### src/rtl/aac_row_sequencer.sv
// ---------------------------------------------------------------------------
// aac_row_sequencer
//
// Purpose:
//   Feeds a stream of signed 28-bit column products into the split
//   adder-accumulator (AAC) one matrix-vector row at a time. The first term
//   of each row restarts the AAC sum and later terms accumulate. Each
//   finished row sum is captured from the AAC and offered on a one-entry
//   valid/ready result port tagged with its row index.
//
// Ports:
//   clk, reset_n         clock (posedge) and asynchronous active-low reset
//   start                1-cycle job request, honoured only while idle
//   cfg_len, cfg_rows    terms per row (1..MAX_COLS), rows per job (>= 1)
//   busy                 high while a job is in progress
//   cfg_err              1-cycle pulse when start carries an illegal config
//   done                 1-cycle pulse after the final result handshake
//   prod_valid/ready     product input handshake, prod_data is the product
//   aac_o, acc_a_o       AAC mode (0 restart, 1 accumulate) and addend
//   acc_out_i            AAC sum, valid one cycle after a row's last term
//   res_valid/ready      result output handshake
//   res_data, res_row    row sum (modulo 2^28) and its row index
// ---------------------------------------------------------------------------
module aac_row_sequencer #(
  parameter  int MAX_COLS = 128,
  parameter  int ROW_W    = 8,
  localparam int LEN_W    = $clog2(MAX_COLS + 1)
) (
  input  logic             clk,
  input  logic             reset_n,
  input  logic             start,
  input  logic [LEN_W-1:0] cfg_len,
  input  logic [ROW_W-1:0] cfg_rows,
  output logic             busy,
  output logic             cfg_err,
  output logic             done,
  input  logic             prod_valid,
  output logic             prod_ready,
  input  logic [27:0]      prod_data,
  output logic             aac_o,
  output logic [27:0]      acc_a_o,
  input  logic [27:0]      acc_out_i,
  output logic             res_valid,
  input  logic             res_ready,
  output logic [27:0]      res_data,
  output logic [ROW_W-1:0] res_row
);

  typedef enum logic [1:0] {
    S_IDLE,
    S_RUN,
    S_DRAIN
  } state_t;

  state_t             r_state;
  state_t             w_nextState;

  logic [LEN_W-1:0]   r_len;
  logic [ROW_W-1:0]   r_rows;
  logic [LEN_W-1:0]   r_colCnt;
  logic [ROW_W-1:0]   r_rowCnt;
  logic               r_rowOpen;
  logic               r_capPend;
  logic               r_cfgErr;
  logic               r_done;
  logic               r_resValid;
  logic [27:0]        r_resData;
  logic [ROW_W-1:0]   r_resRow;

  logic               w_cfgLegal;
  logic               w_lastCol;
  logic               w_lastRow;
  logic               w_bufBlocked;
  logic               w_accept;
  logic               w_startOk;
  logic               w_startErr;
  logic               w_finish;

  assign w_cfgLegal   = (cfg_len != '0) && (cfg_len <= LEN_W'(MAX_COLS)) &&
                        (cfg_rows != '0);
  assign w_lastCol    = (r_colCnt == (r_len - LEN_W'(1)));
  assign w_lastRow    = (r_rowCnt == (r_rows - ROW_W'(1)));
  // The result buffer stays occupied into the next cycle unless it is
  // handed off right now.
  assign w_bufBlocked = r_resValid && !res_ready;

  // State register.
  always_ff @(posedge clk or negedge reset_n) begin
    if (!reset_n) begin
      r_state <= S_IDLE;
    end else begin
      r_state <= w_nextState;
    end
  end

  // Next state, product handshake and AAC drive. A row's last term is only
  // accepted when the capture one cycle later is guaranteed to find the
  // result buffer free. Without an accept the AAC sees a zero addend in its
  // current mode, so an open row keeps its sum across bubbles.
  always_comb begin
    w_nextState = r_state;
    prod_ready  = 1'b0;
    w_accept    = 1'b0;
    aac_o       = r_rowOpen;
    acc_a_o     = '0;
    w_startOk   = 1'b0;
    w_startErr  = 1'b0;
    w_finish    = 1'b0;
    case (r_state)
      S_IDLE: begin
        if (start) begin
          if (w_cfgLegal) begin
            w_startOk   = 1'b1;
            w_nextState = S_RUN;
          end else begin
            w_startErr  = 1'b1;
          end
        end
      end
      S_RUN: begin
        prod_ready = !w_lastCol || (!r_capPend && !w_bufBlocked);
        if (prod_valid && prod_ready) begin
          w_accept = 1'b1;
          aac_o    = (r_colCnt != '0);
          acc_a_o  = prod_data;
          if (w_lastCol && w_lastRow) begin
            w_nextState = S_DRAIN;
          end
        end
      end
      S_DRAIN: begin
        if (!r_capPend && r_resValid && res_ready) begin
          w_finish    = 1'b1;
          w_nextState = S_IDLE;
        end
      end
      default: begin
        w_nextState = S_IDLE;
      end
    endcase
  end

  // Job configuration, column/row counters and the capture request that
  // follows every row's last term by one cycle.
  always_ff @(posedge clk or negedge reset_n) begin
    if (!reset_n) begin
      r_len     <= '0;
      r_rows    <= '0;
      r_colCnt  <= '0;
      r_rowCnt  <= '0;
      r_rowOpen <= 1'b0;
      r_capPend <= 1'b0;
      r_cfgErr  <= 1'b0;
      r_done    <= 1'b0;
    end else begin
      r_capPend <= 1'b0;
      r_cfgErr  <= w_startErr;
      r_done    <= w_finish;
      if (w_startOk) begin
        r_len     <= cfg_len;
        r_rows    <= cfg_rows;
        r_colCnt  <= '0;
        r_rowCnt  <= '0;
        r_rowOpen <= 1'b0;
      end else if (w_accept) begin
        if (w_lastCol) begin
          r_colCnt  <= '0;
          r_rowOpen <= 1'b0;
          r_capPend <= 1'b1;
          r_rowCnt  <= r_rowCnt + ROW_W'(1);
        end else begin
          r_colCnt  <= r_colCnt + LEN_W'(1);
          r_rowOpen <= 1'b1;
        end
      end
    end
  end

  // One-entry result buffer. The row counter has already advanced when the
  // capture happens, so the captured row index is one behind it. A capture
  // wins over a simultaneous handshake and overwrites the buffer.
  always_ff @(posedge clk or negedge reset_n) begin
    if (!reset_n) begin
      r_resValid <= 1'b0;
      r_resData  <= '0;
      r_resRow   <= '0;
    end else if (r_capPend) begin
      r_resValid <= 1'b1;
      r_resData  <= acc_out_i;
      r_resRow   <= r_rowCnt - ROW_W'(1);
    end else if (r_resValid && res_ready) begin
      r_resValid <= 1'b0;
    end
  end

  assign busy      = (r_state != S_IDLE);
  assign cfg_err   = r_cfgErr;
  assign done      = r_done;
  assign res_valid = r_resValid;
  assign res_data  = r_resData;
  assign res_row   = r_resRow;

endmodule

### config.mk
export PLATFORM = sky130hd
export DESIGN_NAME = aac_row_sequencer
export DESIGN_NICKNAME = d
export VERILOG_FILES = /design/src/rtl/aac_row_sequencer.sv
export SDC_FILE = /design/constraint.sdc
export NUM_CORES = 1
export LEC_CHECK = 0
export BUFFER_PORTS_ARGS = -buffer_cell sky130_fd_sc_hd__buf_2
export CORE_MARGIN = 2
export CORE_UTILIZATION = 50
export CTS_BUF_LIST = sky130_fd_sc_hd__clkbuf_4 sky130_fd_sc_hd__clkbuf_8 sky130_fd_sc_hd__clkbuf_16
export DETAILED_ROUTE_END_ITERATION = 16
export PLACE_DENSITY = 0.81
export SETUP_SLACK_MARGIN = 0.4
export SLEW_MARGIN = 20
export SYNTH_ARGS = -nofsm -noshare
export SYNTH_HDL_FRONTEND = slang
export SYNTH_SLANG_ARGS = --single-unit
### constraint.sdc
create_clock -name clk -period 2.96 [get_ports clk]
set_input_delay 0.296 -clock clk [delete_from_list [all_inputs] [get_ports clk]]
set_output_delay 0.296 -clock clk [all_outputs]
set_load 0.01 [all_outputs]
# Word level (Yosys, flattened, before mapping)
# Cells that the tools add are included.
word_totals:
  register_bits: 75
  wordCells: 86
  output_inout_bits: 70
classes:
  addsub: 5
  n_reduce_logical: 24
  n_eq_ne: 9
  muxes: 35
  order_cmp: 1
op_table:
  columns: ["cell", "n"]
  rows:
  - ["2-to-1 mux 28 bit", 2]
  - ["2-to-1 mux 8 bit", 6]
  - ["nonzero test 8 bit", 3]
  - ["subtractor 8 x 1 -> 8 bit (second input constant)", 3]
  - ["2-to-1 mux 1 bit", 21]
  - ["adder 8 x 1 -> 8 bit (second input constant)", 2]
  - ["equality test 8 bit", 2]
  - ["2-to-1 mux 2 bit", 5]
  - ["inequality test 2 bit (second input constant)", 5]
  - ["logical AND 1 bit", 9]
  - ["<= comparator 8 bit (second input constant)", 1]
  - ["nonzero test 2 bit", 4]
  - ["one-hot mux 2 bit (3 select lines)", 1]
  - ["AND reduction 5 bit", 1]
  - ["zero test 1 bit", 4]
  - ["equality test 2 x 1 -> 1 bit (second input constant)", 1]
  - ["equality test 2 bit (second input constant)", 1]
  - ["zero test 2 bit", 1]
  - ["AND reduction 2 bit", 1]
  - ["logical OR 1 bit", 1]

# Logic depth before layout (Yosys ltp)
logic_depth:
  depth_word: 10
  depth_mapped: 9

# Worst setup path after synthesis
# OpenSTA, ideal clock, no wires.
synth_timing:
  path_kind: "reg-to-output"
  from: "register r_len[0]"
  to: "output acc_a_o[10]"
  stages_incl_launch_ff: 10
  t_arrival_ns: 2.285
  n_path_buf: 1
  path_slack_ns: 0.379
  cell_sequence: "dfrtp_1 > inv_1 > ha_1 > xor3_1 > nor3_2 > o211ai_2 > nor4b_4 > nor2_2 > clkbuf_1 > and2_1"
synth_via:
  elab_chain_len: 7
synth_rtl:
  columns: ["element", "line_no", "source"]
  rows:
  - ["from (decl)", "58", "logic [LEN_W-1:0] r_len;"]
  - ["from (signal assigned)", "160", "r_len <= cfg_len;"]
  - ["subtractor 8 x 1 -> 8 bit", "81", "assign w_lastCol = (r_colCnt == (r_len - LEN_W'(1)));"]
  - ["equality test 8 bit", "81", null]
  - ["zero test 1 bit", "121", "prod_ready = !w_lastCol || (!r_capPend && !w_bufBlocked);"]
  - ["logical OR 1 bit", "121", null]
  - ["logical AND 1 bit", "122", "if (prod_valid && prod_ready) begin"]
  - ["2-to-1 mux 28 bit", "122", null]
  - ["2-to-1 mux 28 bit", "109", "case (r_state)"]
  - ["to (decl)", "41", "output logic [27:0] acc_a_o,"]
# Every way passes these cells.

# Worst setup path in the final report
layout_timing:
  from: "register r_len[2]"
  to: "output aac_o"
layout_via:
  elab_chain_len: 7
layout_rtl:
  columns: ["element", "line_no", "source"]
  rows:
  - ["subtractor 8 x 1 -> 8 bit", "81", null]
  - ["equality test 8 bit", "81", null]
  - ["zero test 1 bit", "121", null]
  - ["logical OR 1 bit", "121", null]
  - ["logical AND 1 bit", "122", null]
  - ["2-to-1 mux 1 bit", "122", null]
  - ["2-to-1 mux 1 bit", "109", null]
  - ["to (decl)", "40", "output logic aac_o,"]
# Every way passes these cells.

==> metrics.cfg <==
[run_status]
status = finished, final reports clean

[clock_network]
h-tree-depth = 3
tritoncts = built
cts_root_buf = clkbuf_8
clockBufferDepth = 2
cts_buffers = 9
cts.hold.buffers_added = 0
insertion_delay_ns = 0.34
clock_sinks = 75
clk_pin_slew_ns = 0.08

[yosys]
ys_warn_count = 0
synthCells = 402
synth_edf_count = 0
ys.flop_type = dfrtp_1
ys_types = 46
synth-async-reset-ratio = 1.00
yosys_register_bits = 75
syn_nets = 485
seq_area_frac_synth = 0.475
syn_area_per_cell_um2 = 9.83
synthesis.area_um2 = 3950

[place]
post-dp-hpwl_um = 6930
port_buffers = 146
placed_cells = 636
globalplace.congestion = 0.858
place_area_um2 = 4780

[floorplanning]
die_h_um = 92.9
ioPinCount = 147
die_w_um = 92.9
num_rows = 32
die-area_um2 = 8630
core_area_um2 = 7690
initial_core_util = 0.514

[worst_setup_path]
r2r_start = r_len[2]$_DFFE_PN0P_
crit_fanout = 6
required_ns = 2.66
crit_path_start = r_len[2]$_DFFE_PN0P_
criticalPathCategory = register to output port
crit_arrival_ns = 2.55
start_kind = register
end_kind = output port

[routing]
top_layer = met4
ant_nets = 0
drc = 0
wl_met2_um = 4860
routed_wirelength_um = 9980
dr_total_vias = 3532
drt-initial-drc-count = 217
first_pass_iters = 5
wl_met3_um = 754
wirelength_met1_um = 4280
avgRoutedWirePerCell_um = 14.9
routed_via_density = 5.26

[layout]
multiInputGateArea_um2 = 2060
n_antenna_cell = 0
final_common_cell = buf_2
syn_to_final_growth_pct = 37.4
drive_gt1_frac = 0.464
final_area_um2 = 5430
seq_area_um2 = 1880
finalNonFillerCells = 671
nets = 647
fill_cells = 583
mostFrequentLayoutCells = 124 x buf_2, 73 x dfrtp_1, 56 x nand2_1, 30 x mux2_2, 30 x buf_6

[timing]
post-route-period-util = 0.963
hold_violations = 0
fin_setup_tns_ns = 0
period_minus_slack_ns = 2.85
hold_ws_ns = 0.0949
clock-skew-final_ns = 0.0150
worst_pin_slew_ns = 0.951
rsz0062_at_grt = true
drv_slew = 0
max_freq_ghz = 0.351
slew_headroom = 0.366
setup_viol = 0

[global_routing]
grt_start_max_net_pins = 48
first_global_vias = 3208
grt_first_pass_wirelength_um = 14900
grt_antenna_before_repair = 0
gr-total-overflow = 0
grtUsageTotal = 0.216

[power_and_ir_drop]
power_density_nw_per_um2 = 559
leakagePower_nw = 2.84
peakVddDrop_mv = 0.282

[min_path]
hold_class = primary input to async pin

[run]
cap_viol_max_count = 0

==> critical path, stage by stage (launching register included) <==
cell	delay (ns)
dfrtp_2	0.43
or4_4	0.55
or3_4	0.40
nand2_4	0.09
nor4b_4	0.06
nor2_4	0.22
mux2_4	0.34
buf_6	0.12
==> flip-flops by register name, indices dropped and copies added, names as in the netlist <==
name and count:
r_colCnt 8, r_len 8, cfg_err 1, res_row 8, r_state 2, r_rowCnt 8
r_rowOpen 1, r_rows 8, res_valid 1, res_data 28, done 1, r_capPend 1
==> metal layers <==
layer / GRT usage / vias to the layer above
li1: - / 1711
met5: 0 / -
met1: 0.291 / 1658
met4: 0.0527 / 0
met3: 0.0391 / 11
met2: 0.363 / 152
==> path summary, 6_finish.rpt <==
check	to	cells after the start	slack, ns
min in group clk	r_len[2]$_DFFE_PN0P_	3	0.16
max reg2reg	r_state[1]$_DFFE_PN0P_	10	0.25
min reg2reg	res_row[1]$_DFFE_PN0P_	2	0.50
max in group asynchronous	r_len[2]$_DFFE_PN0P_	2	2.00
max	aac_o	7	0.11
min	res_data[0]$_DFFE_PN0P_	1	0.09
==> area by class of cell <==
type                    count  share of cell area
well taps                 102              0.0235
inverters                  16              0.0111
multi-input cells         290               0.379
repair buffers            172               0.201
flip-flops and latches     75               0.346
clock buffers              10              0.0253
clock inverters             6              0.0134
==> through the flow <==
stage | utilization | setup WS [ns] | power, mW
after global routing | 0.706 | 0.0526 | 3.20
after global placement | 0.622 | 0.352 | 2.03
final | 0.706 | 0.111 | 3.04
after floorplan | - | 0.422 | 1.80
after detailed placement | 0.622 | 0.242 | 2.06
after CTS | 0.675 | 0.142 | 2.97
==> synth_stat cells (3+ instances only) <==
cell type,count,share of area
dfrtp_1,75,0.47
nand2_1,57,0.054
mux2_2,31,0.088
and2_1,30,0.047
xnor2_1,20,0.044
a21oi_1,19,0.024
o21ai_0,19,0.024
inv_1,16,0.015
clkbuf_1,15,0.014
nor3_1,14,0.018
nor2_1,13,0.012
or3_1,11,0.017
nor4_1,8,0.013
xor2_1,8,0.018
nand4_1,7,0.011
and3_1,6,0.0095
ha_1,6,0.019
nand3_1,6,0.0076
nand2b_1,4,0.0063
nor3b_1,4,0.0076
buf_1,3,0.0028
==> cells by family (layout without fill, tap and decap cells) <==
logic type	count (synthesis)	after routing	share of synthesized area
adder cells (fa/ha/maj)	6	6	0.0190
XOR/XNOR	29	29	0.0681
buffers and inverters	37	204	0.0377
AND/OR/NAND/NOR	174	174	0.239
multiplexers	31	31	0.0883
flip-flops	75	75	0.475
AO/OA/AOI/OAI	50	50	0.0734
==> what timing repair did <==
action / in CTS / in global routing
buffers inserted: 14 / 2
hold endpoints to repair: 0 / 0
setup endpoints to repair: 31 / 35
pin swaps: 8 / 29
resized for setup: 23 / 53
cloned: 1 / 2
==> where the power goes <==
part	total [mW]	switching (mW)	internal, mW	leakage, nW
combinational	0.910	0.443	0.467	1.74
clock	0.825	0.405	0.420	0.103
sequential	1.30	0.143	1.16	0.989
Power figures use the tool's default switching activity.
